[src/rtl/ysyx_220053_pkg.sv]
// Shared types and constants for the ysyx_220053 instruction fetch slice.
package ysyx_220053_pkg;

  typedef enum logic [1:0] {
    ST_IDLE,
    ST_REQ,
    ST_WAIT,
    ST_HALT
  } fetch_state_e;

  localparam logic [63:0] RESET_PC_DEFAULT = 64'h0000_0000_8000_0000;
  localparam logic [31:0] NOP_INSTR        = 32'h0000_0013;
  localparam int unsigned ENTRY_W          = 96;

endpackage

[src/rtl/ysyx_220053_fetch_fifo.sv]
// Instruction buffer holding {pc, instruction} entries; flush empties it in one cycle.
module ysyx_220053_fetch_fifo
  import ysyx_220053_pkg::*;
#(
  parameter int unsigned DEPTH = 2
) (
  input  logic                     clk,
  input  logic                     rst_n,
  input  logic                     push,
  input  logic [ENTRY_W-1:0]       push_data,
  input  logic                     pop,
  input  logic                     flush,
  output logic [ENTRY_W-1:0]       head_data,
  output logic [$clog2(DEPTH):0]   count
);

  localparam int unsigned AW = $clog2(DEPTH);
  localparam logic [AW:0] CNT_ONE = 1;
  localparam logic [AW-1:0] PTR_ONE = 1;

  logic [ENTRY_W-1:0] mem [DEPTH];
  logic [AW-1:0]      rd_ptr;
  logic [AW-1:0]      wr_ptr;

  always_ff @(posedge clk or negedge rst_n) begin
    if (!rst_n) begin
      rd_ptr <= '0;
      wr_ptr <= '0;
      count  <= '0;
    end else if (flush) begin
      rd_ptr <= '0;
      wr_ptr <= '0;
      count  <= '0;
    end else begin
      if (push) wr_ptr <= wr_ptr + PTR_ONE;
      if (pop)  rd_ptr <= rd_ptr + PTR_ONE;
      case ({push, pop})
        2'b10:   count <= count + CNT_ONE;
        2'b01:   count <= count - CNT_ONE;
        default: count <= count;
      endcase
    end
  end

  always_ff @(posedge clk) begin
    if (push && !flush) mem[wr_ptr] <= push_data;
  end

  // Empty buffer presents zeros so the decoder side reads clean after reset/flush.
  assign head_data = (count != '0) ? mem[rd_ptr] : '0;

endmodule

[src/rtl/ysyx_220053_fetch_unit.sv]
// Fetch unit: single-outstanding instruction memory requester feeding a small buffer.
module ysyx_220053_fetch_unit
  import ysyx_220053_pkg::*;
#(
  parameter logic [63:0] RESET_PC  = RESET_PC_DEFAULT,
  parameter int unsigned BUF_DEPTH = 2
) (
  input  logic        clk,
  input  logic        rst_n,
  output logic        imem_req_valid,
  input  logic        imem_req_ready,
  output logic [63:0] imem_req_addr,
  input  logic        imem_resp_valid,
  input  logic [31:0] imem_resp_data,
  input  logic        redirect_valid,
  input  logic [63:0] redirect_pc,
  input  logic        halt,
  output logic        instr_valid,
  input  logic        instr_ready,
  output logic [31:0] instr_o,
  output logic [63:0] pc_o,
  output logic        misalign
);

  localparam int unsigned   CW      = $clog2(BUF_DEPTH) + 1;
  localparam logic [CW-1:0] DEPTH_C = CW'(BUF_DEPTH);

  fetch_state_e       state_q, state_d;
  logic [63:0]        fetch_pc_q, fetch_pc_d;
  logic [63:0]        req_addr_q, req_addr_d;
  logic               stale_q, stale_d;
  logic               halt_pend_q, halt_pend_d;
  logic               misalign_q, misalign_d;
  logic               push, pop, flush, drop;
  logic               redir_take;
  logic [63:0]        redir_al, tgt;
  logic [CW-1:0]      count, post_cnt;
  logic [ENTRY_W-1:0] head;

  assign redir_al   = {redirect_pc[63:2], 2'b00};
  assign redir_take = redirect_valid && !halt && (state_q != ST_HALT);
  assign flush      = redirect_valid && (state_q != ST_HALT);
  assign tgt        = redir_take ? redir_al : fetch_pc_q;
  assign pop        = instr_valid && instr_ready;
  assign post_cnt   = count + CW'(1) - CW'(pop);

  always_comb begin
    state_d     = state_q;
    fetch_pc_d  = fetch_pc_q;
    req_addr_d  = req_addr_q;
    stale_d     = stale_q;
    halt_pend_d = halt_pend_q;
    misalign_d  = 1'b0;
    push        = 1'b0;
    drop        = 1'b0;
    unique case (state_q)
      ST_IDLE: begin
        if (halt) begin
          state_d = ST_HALT;
        end else if (redir_take || (count < DEPTH_C)) begin
          state_d    = ST_REQ;
          req_addr_d = tgt;
        end
      end
      // req_addr_q is held while unaccepted; a redirect here marks that old request stale.
      ST_REQ: begin
        if (imem_req_ready) begin
          state_d = ST_WAIT;
          if (halt)  halt_pend_d = 1'b1;
          if (flush) stale_d     = 1'b1;
        end else if (halt) begin
          state_d = ST_HALT;
        end else if (redir_take) begin
          stale_d = 1'b1;
        end
      end
      ST_WAIT: begin
        if (halt) halt_pend_d = 1'b1;
        if (imem_resp_valid) begin
          drop    = stale_q || flush;
          push    = !drop;
          stale_d = 1'b0;
          if (push) fetch_pc_d = fetch_pc_q + 64'd4;
          if (halt || halt_pend_q) begin
            state_d = ST_HALT;
          end else if (drop || (post_cnt < DEPTH_C)) begin
            state_d    = ST_REQ;
            req_addr_d = drop ? tgt : fetch_pc_q + 64'd4;
          end else begin
            state_d = ST_IDLE;
          end
        end else if (flush) begin
          stale_d = 1'b1;
        end
      end
      ST_HALT: begin
        state_d = ST_HALT;
      end
      default: state_d = ST_IDLE;
    endcase
    if (redir_take) begin
      fetch_pc_d = redir_al;
      misalign_d = |redirect_pc[1:0];
    end
  end

  always_ff @(posedge clk or negedge rst_n) begin
    if (!rst_n) begin
      state_q     <= ST_IDLE;
      fetch_pc_q  <= RESET_PC;
      req_addr_q  <= RESET_PC;
      stale_q     <= 1'b0;
      halt_pend_q <= 1'b0;
      misalign_q  <= 1'b0;
    end else begin
      state_q     <= state_d;
      fetch_pc_q  <= fetch_pc_d;
      req_addr_q  <= req_addr_d;
      stale_q     <= stale_d;
      halt_pend_q <= halt_pend_d;
      misalign_q  <= misalign_d;
    end
  end

  ysyx_220053_fetch_fifo #(
    .DEPTH(BUF_DEPTH)
  ) u_fifo (
    .clk       (clk),
    .rst_n     (rst_n),
    .push      (push),
    .push_data ({fetch_pc_q, imem_resp_data}),
    .pop       (pop),
    .flush     (flush),
    .head_data (head),
    .count     (count)
  );

  assign imem_req_valid = (state_q == ST_REQ);
  assign imem_req_addr  = req_addr_q;
  assign instr_valid    = (count != '0);
  assign instr_o        = head[31:0];
  assign pc_o           = head[95:32];
  assign misalign       = misalign_q;

endmodule

[config.mk]
export PLATFORM = sky130hd
export DESIGN_NAME = ysyx_220053_fetch_unit
export DESIGN_NICKNAME = d
export VERILOG_FILES = /design/src/rtl/ysyx_220053_pkg.sv /design/src/rtl/ysyx_220053_fetch_fifo.sv /design/src/rtl/ysyx_220053_fetch_unit.sv
export SDC_FILE = /design/constraint.sdc
export NUM_CORES = 1
export LEC_CHECK = 0
export CELL_PAD_IN_SITES_DETAIL_PLACEMENT = 0
export CELL_PAD_IN_SITES_GLOBAL_PLACEMENT = 1
export CORE_MARGIN = 2
export CORE_UTILIZATION = 45
export CTS_CLUSTER_SIZE = 28
export DETAILED_ROUTE_END_ITERATION = 8
export PLACE_DENSITY_LB_ADDON = 0.15
export SYNTH_ARGS = -nofsm -noshare
export SYNTH_HDL_FRONTEND = slang
export SYNTH_SLANG_ARGS = --single-unit
[constraint.sdc]
create_clock -name clk -period 11.7 [get_ports clk]
set_clock_uncertainty 0.2 [all_clocks]
set_input_delay 1.755 -clock clk [delete_from_list [all_inputs] [get_ports clk]]
set_output_delay 1.755 -clock clk [all_outputs]
set_load 0.005 [all_outputs]
Yosys cells after proc, flatten, opt, wreduce, memory -nomap -nowiden. Memories as Yosys holds them, arrays and structs flattened. Index checks and enable logic that the tools add are counted. W data, S select, Z words.

Flip-flop bits (word level): 137. Memory bits (writable): 192. Input bits: 103. Output and inout port bits: 163. Logic and storage cells: 103. Memories: 1.

Memories: u_fifo.mem (depth 2, bits a word 96, read ports 1, clocked after memory_dff 0, write ports 1, line ysyx_220053_fetch_fifo.sv:21) `logic [ENTRY_W-1:0] mem [DEPTH];`.

Add/sub/neg operators: 6. Magnitude comparators: 2. Equal/unequal tests: 17. Mux-type cells: 41. Reductions and logical operators: 27.

Operators by type and width (number): $mux W64 (11); $pmux W64 S2 (1); $mux W96 (1); $add A64 B3 Y64 const B (1); $mux W1 (17); $mux W2 (7); $ne A2 B2 Y1 const B (7); $reduce_bool A2 Y1 (7); $reduce_and A3 Y1 (3); $pmux W2 S4 (1); $eq A2 B2 Y1 const B (3); $ne A3 B1 Y1 const B (2); $ne A3 B3 Y1 const B (2); $reduce_and A6 Y1 (1); $logic_and A1 B1 Y1 (5); $eq A2 B1 Y1 const B (2); $logic_or A1 B1 Y1 (4); $lt A2 B2 Y1 const B (2); $pmux W1 S2 (2); $pmux W2 S2 (1); $logic_not A1 Y1 (3); $reduce_bool A3 Y1 (1); $add A1 B1 Y1 const B (2); $add A2 B1 Y2 const B (1); 6 further kinds (6).

Longest topological paths before layout.
Depth in word-level cells: 9. Gate-level depth with buffers: 11.

By module. A second synthesis with hierarchy kept.

Cells, all modules: 1433. Area, all modules: 15772.6 µm².

Modules (own cells, without submodules): ysyx_220053_fetch_unit (times used 1, cells an instance 1008, area each 8298.0 µm²); ysyx_220053_fetch_fifo (times used 1, cells an instance 425, area each 7474.7 µm²).

Worst setup path before layout. No wires, ideal clock.

Path kind: input-to-reg. Start point: input redirect_valid. End point: memory u_fifo.mem[0][0], enable pin. Library setup time: 0.548 ns. Data arrival time: 6.314 ns. Slack: 4.638 ns. Cell stages on the path: 4. Path buffers: 1. Cell sequence: nand2b_1 nand4_1 clkbuf_1 nor2_1.

Word-level cells in the longest chain between the ends: 8. Elaborated cells on any way between the ends: 9. Those cells by class: mux (4); reduce/logical (5).

RTL lines: start: declaration (line ysyx_220053_fetch_unit.sv:15) `input logic redirect_valid,`; $logic_and A1 B1 Y1 * (line ysyx_220053_fetch_unit.sv:42) `assign flush = redirect_valid && (state_q != ST_HALT);`; $logic_or A1 B1 Y1 (line ysyx_220053_fetch_unit.sv:80) `drop = stale_q || flush;`; $logic_not A1 Y1 (line ysyx_220053_fetch_unit.sv:81) `push = !drop;`; $mux W1 (line ysyx_220053_fetch_unit.sv:79) `if (imem_resp_valid) begin`; $mux W1 (line ysyx_220053_fetch_unit.sv:56) `unique case (state_q)`; $logic_and A1 B1 Y1 * (line ysyx_220053_fetch_fifo.sv:46) `if (push && !flush) mem[wr_ptr] <= push_data;`; $mux W1 * (line ysyx_220053_fetch_fifo.sv:46); $mux W1 (implied by the code) * (line ysyx_220053_fetch_fifo.sv:46); end: declaration (line ysyx_220053_fetch_fifo.sv:21).

Every way passes the cells marked *; elsewhere a longest branch is shown, timed or not.

Worst setup path in the final report.
Start point: register u_fifo.rd_ptr. End point: output pc_o[5].

Word-level cells in the longest chain between the ends: 2.

RTL lines: start: declaration (line ysyx_220053_fetch_fifo.sv:22) `logic [AW-1:0] rd_ptr;`; start signal: assignment (line ysyx_220053_fetch_fifo.sv:36) `if (pop) rd_ptr <= rd_ptr + PTR_ONE;`; $mem_v2 Z2 W96; $mux W96 (line ysyx_220053_fetch_fifo.sv:50) `assign head_data = (count != '0) ? mem[rd_ptr] : '0;`; end: declaration (line ysyx_220053_fetch_unit.sv:21) `output logic [63:0] pc_o,`.

No other way between the ends.

==> flow_metrics.env <==
export IMPL_run_status="finished, final reports clean"
export IMPL_worst_path_stages=4
export IMPL_cts_hold_buffers=0
export IMPL_area_growth_pct=26.3
export IMPL_critPathRequiredTime_ns=9.75
export IMPL_clock_sink_count=322
export IMPL_routed_wl_um=46000
export IMPL_num_antenna_cells=0
export IMPL_drt_initial_drc_count=1086
export IMPL_syn_avg_cell_area_um2=10.7
export IMPL_rsz_0062_raised_after_global_routing="false"
export IMPL_class_of_the_tightest_hold_or_removal_check="flip-flop to flip-flop"
export IMPL_synth_ff_type="sky130_fd_sc_hd__edfxtp_1"
export IMPL_relSlewSlack_pct=22.4
export IMPL_synth_cell_type_count=71
export IMPL_synth_seq_area_share_pct=57.9
export IMPL_pwr_density_cell_nw_per_um2=155
export IMPL_synth_simple_area_share_pct=16.6
export IMPL_highest_clock_rate_ghz=0.192
export IMPL_vias=12500
export IMPL_detailedRoute_firstPassIterationCount=6
export IMPL_finish_net_count=1779
export IMPL_h_tree_depth=2
export IMPL_die_w_um=190
export IMPL_synth_seq_cells=322
export IMPL_syn_inst=1459
export IMPL_floorplan_rows=68
export IMPL_globalplace_congestion=0.877
export IMPL_hold_depth=2
export IMPL_min_period_ns=5.21
export IMPL_post_route_drc_count=0
export IMPL_grt_pass1_wl_um=70500
export IMPL_grt_antenna_before_repair=0
export IMPL_number_of_post_cts_setup_repair_buffers=0
export IMPL_final_min_period_over_clock_period_pct=44.6
export IMPL_slew_violations=0
export IMPL_globalRouteOverflowTotal=0
export IMPL_fp_coreArea_um2=34300
export IMPL_finalSetupViolCount=0
export IMPL_grt_max_degree=103
export IMPL_io_pins=266
export IMPL_worst_skew_pair_late_latency_ns=0.52
export IMPL_p_leak_uw=0.00751
export IMPL_crit_chain="buf_4 -> mux2i_1 -> nor2_1 -> clkdlybuf4s50_1"
export IMPL_io_buffer_count=263
export IMPL_worstRegToRegCells=10
export IMPL_worst_setup_hold_path_clk_slew_ns=0.06
export IMPL_grt_util_all_layers_pct=25.2
export IMPL_area_fraction_in_compound_gates_after_synthesis_pct=12.5
export IMPL_final_hold_worst_slack_ns=0.289
export IMPL_drv_cap=0
export IMPL_layout_cells_most_common="sky130_fd_sc_hd__clkdlybuf4s50_1"
export IMPL_layout_drive_gt1_share_pct=5.72
export IMPL_floorplan_initialDensity_pct=45.4
export IMPL_slowest_stage="sky130_fd_sc_hd__buf_4"
export IMPL_p_total_uw=3050
export IMPL_cts_tree="done"
export IMPL_ant_nets=0
export IMPL_numCtsBuffers=36
export IMPL_most_common_layout_cells="sky130_fd_sc_hd__clkdlybuf4s50_1 (262), sky130_fd_sc_hd__nor2_1 (223), sky130_fd_sc_hd__edfxtp_1 (188)"
export IMPL_start_kind="flip-flop"
export IMPL_synth_mux_area_fraction_pct=7.15
export IMPL_route_detailed_wl_per_inst_um=21.4
export IMPL_cts_path_max_buffers=3
export IMPL_critical_path_endpoint_type="output port"
export IMPL_critical_path_buf_inv_count=2
export IMPL_yosys_area_share_adder_pct=0.483
export IMPL_vdd_ir_drop_max_v=0.000146
export IMPL_critPathMaxFanout=65
export IMPL_syn_area_um2=15600
export IMPL_number_of_flops_mapped_to_enable_cells_by_yosys=188
export IMPL_clk_root_buffer_cell="sky130_fd_sc_hd__clkbuf_16"
export IMPL_tns_ns=0
export IMPL_postSynth_asyncResetShare_pct=41.6
export IMPL_critPathArrivalTime_ns=3.26
export IMPL_post_cts_resize_count=0
export IMPL_kind_of_cell_adding_the_most_delay_to_the_critical_path="buffers and inverters"
export IMPL_synthesis_yosys_warnings=0
export IMPL_viasPerCell=5.82
export IMPL_die_area_um2=36100
export IMPL_vert_die_dim_um=190
export IMPL_tightest_slew_ns=1.16
export IMPL_critical_path_max_stage_delay_ns=0.96
export IMPL_final_hold_violation_count=0
export IMPL_hpwlAfterDp_um=30300
export IMPL_synth_top_family_by_area="simple AND/OR/NAND/NOR gates"
export IMPL_vias_in_the_first_global_route=12100
export IMPL_fraction_of_synthesized_cell_area_in_xor_and_xnor_cells_pct=2.08
export IMPL_timing_setup_critical_path_class="flip-flop to output port"
[metal layers]
layer  GRT usage (%)  up-vias  wire length [um]
li1                -     5800                 -
met1            35.7     6152             20300
met2            40.3      499             21300
met3            3.86       69              3260
met4            7.72        0              1130
met5               0        -                 0
[cells in the mapped netlist (6+ instances only)]
cell	n	area [um^2]
sky130_fd_sc_hd__inv_1	19	71.3
sky130_fd_sc_hd__nor3_1	48	240
sky130_fd_sc_hd__edfxtp_1	188	5650
sky130_fd_sc_hd__or3_1	6	37.5
sky130_fd_sc_hd__nand4_1	28	175
sky130_fd_sc_hd__a221o_1	10	100
sky130_fd_sc_hd__o41ai_1	9	78.8
sky130_fd_sc_hd__nand2_1	124	465
sky130_fd_sc_hd__nor2_1	226	848
sky130_fd_sc_hd__a31oi_1	17	106
sky130_fd_sc_hd__and2_1	7	43.8
sky130_fd_sc_hd__buf_1	20	75.1
sky130_fd_sc_hd__nor4_1	23	144
sky130_fd_sc_hd__ha_1	6	75.1
sky130_fd_sc_hd__clkbuf_1	74	278
sky130_fd_sc_hd__dfrtp_1	132	3300
sky130_fd_sc_hd__a311oi_1	14	123
sky130_fd_sc_hd__nand3_1	35	175
sky130_fd_sc_hd__and3_1	18	113
sky130_fd_sc_hd__a211oi_1	12	90.1
sky130_fd_sc_hd__o21ai_0	68	340
sky130_fd_sc_hd__o21a_1	16	120
sky130_fd_sc_hd__xor2_1	11	96.3
sky130_fd_sc_hd__and4_1	8	70.1
sky130_fd_sc_hd__buf_2	10	50.1
sky130_fd_sc_hd__mux2i_1	110	1100
sky130_fd_sc_hd__or4_1	6	45.0
sky130_fd_sc_hd__o22ai_1	12	75.1
sky130_fd_sc_hd__nand2b_1	9	56.3
sky130_fd_sc_hd__a21oi_1	84	420
sky130_fd_sc_hd__xnor2_1	26	228
sky130_fd_sc_hd__o31ai_1	12	90.1
[power by group]
group / internal, uW / switching [uW] / leakage, uW
combinational: 372 / 278 / 0.00335
sequential: 1230 / 71.1 / 0.00360
clock: 653 / 447 / 0.000554
total: 2250 / 796 / 0.00751
[state kept, by name (all words and copies together), names as in the netlist]
| register | flops |
|---|---|
| imem_req_addr | 63 |
| u_fifo.rd_ptr | 1 |
| misalign | 1 |
| u_fifo.count | 2 |
| state_q | 2 |
| u_fifo.mem | 188 |
| fetch_pc_q | 62 |
| stale_q | 1 |
| u_fifo.wr_ptr | 1 |
| halt_pend_q | 1 |
[cells by family (layout without fill, tap and decap cells)]
family                   count (synthesis)  in the layout
AO/OA/AOI/OAI                          299            299
XOR/XNOR                                37             37
adder cells (fa/ha/maj)                  6              6
buffers and inverters                  128            365
flip-flops                             322            322
multiplexers                           111            111
other                                    1              2
AND/OR/NAND/NOR                        555            555
[final timing paths]
check | from | to | slack, ns
min in group asynchronous | rst_n | misalign$_DFF_PN0_ | 1.09
worst min-delay path | imem_req_addr[13]$_DFFE_PN0P_ | imem_req_addr[13]$_DFFE_PN0P_ | 0.29
worst min register to register | imem_req_addr[13]$_DFFE_PN0P_ | imem_req_addr[13]$_DFFE_PN0P_ | 0.29
max in group asynchronous | rst_n | imem_req_addr[33]$_DFFE_PN0P_ | 8.88
worst max-delay path | u_fifo.rd_ptr$_DFFE_PN0P_ | pc_o[5] | 6.49
worst max register to register | u_fifo.count[0]$_DFFE_PN0P_ | imem_req_addr[50]$_DFFE_PN0P_ | 7.58
[tightest hold or removal path, cell delays in order, from the launching register on]
cell and delay (ns):
sky130_fd_sc_hd__dfrtp_1 0.34, sky130_fd_sc_hd__nand2_1 0.05, sky130_fd_sc_hd__o21ai_0 0.06
[layout make-up]
cell class	instances	area (um^2)
inverter	19	71.3
sequential	322	9000
multi-input combinational	1010	6080
clock buffer	51	1020
fill	2920	14600
tap	455	569
timing repair buffer	281	2770
clock inverter	14	123
[through the flow]
stage                     utilization, %  std cells  setup slack [ns]  cell area [um^2]
after floorplan                        -       1460              4.64             15600
after global placement              53.9       2087              6.19             18500
after detailed placement            53.9       2087              6.09             18500
after CTS                           57.3       2152              6.44             19600
after global routing                57.3       2152              6.28             19600
final                               57.3       2152              6.49             19600
No activity file was read; power rests on OpenSTA's default activity.
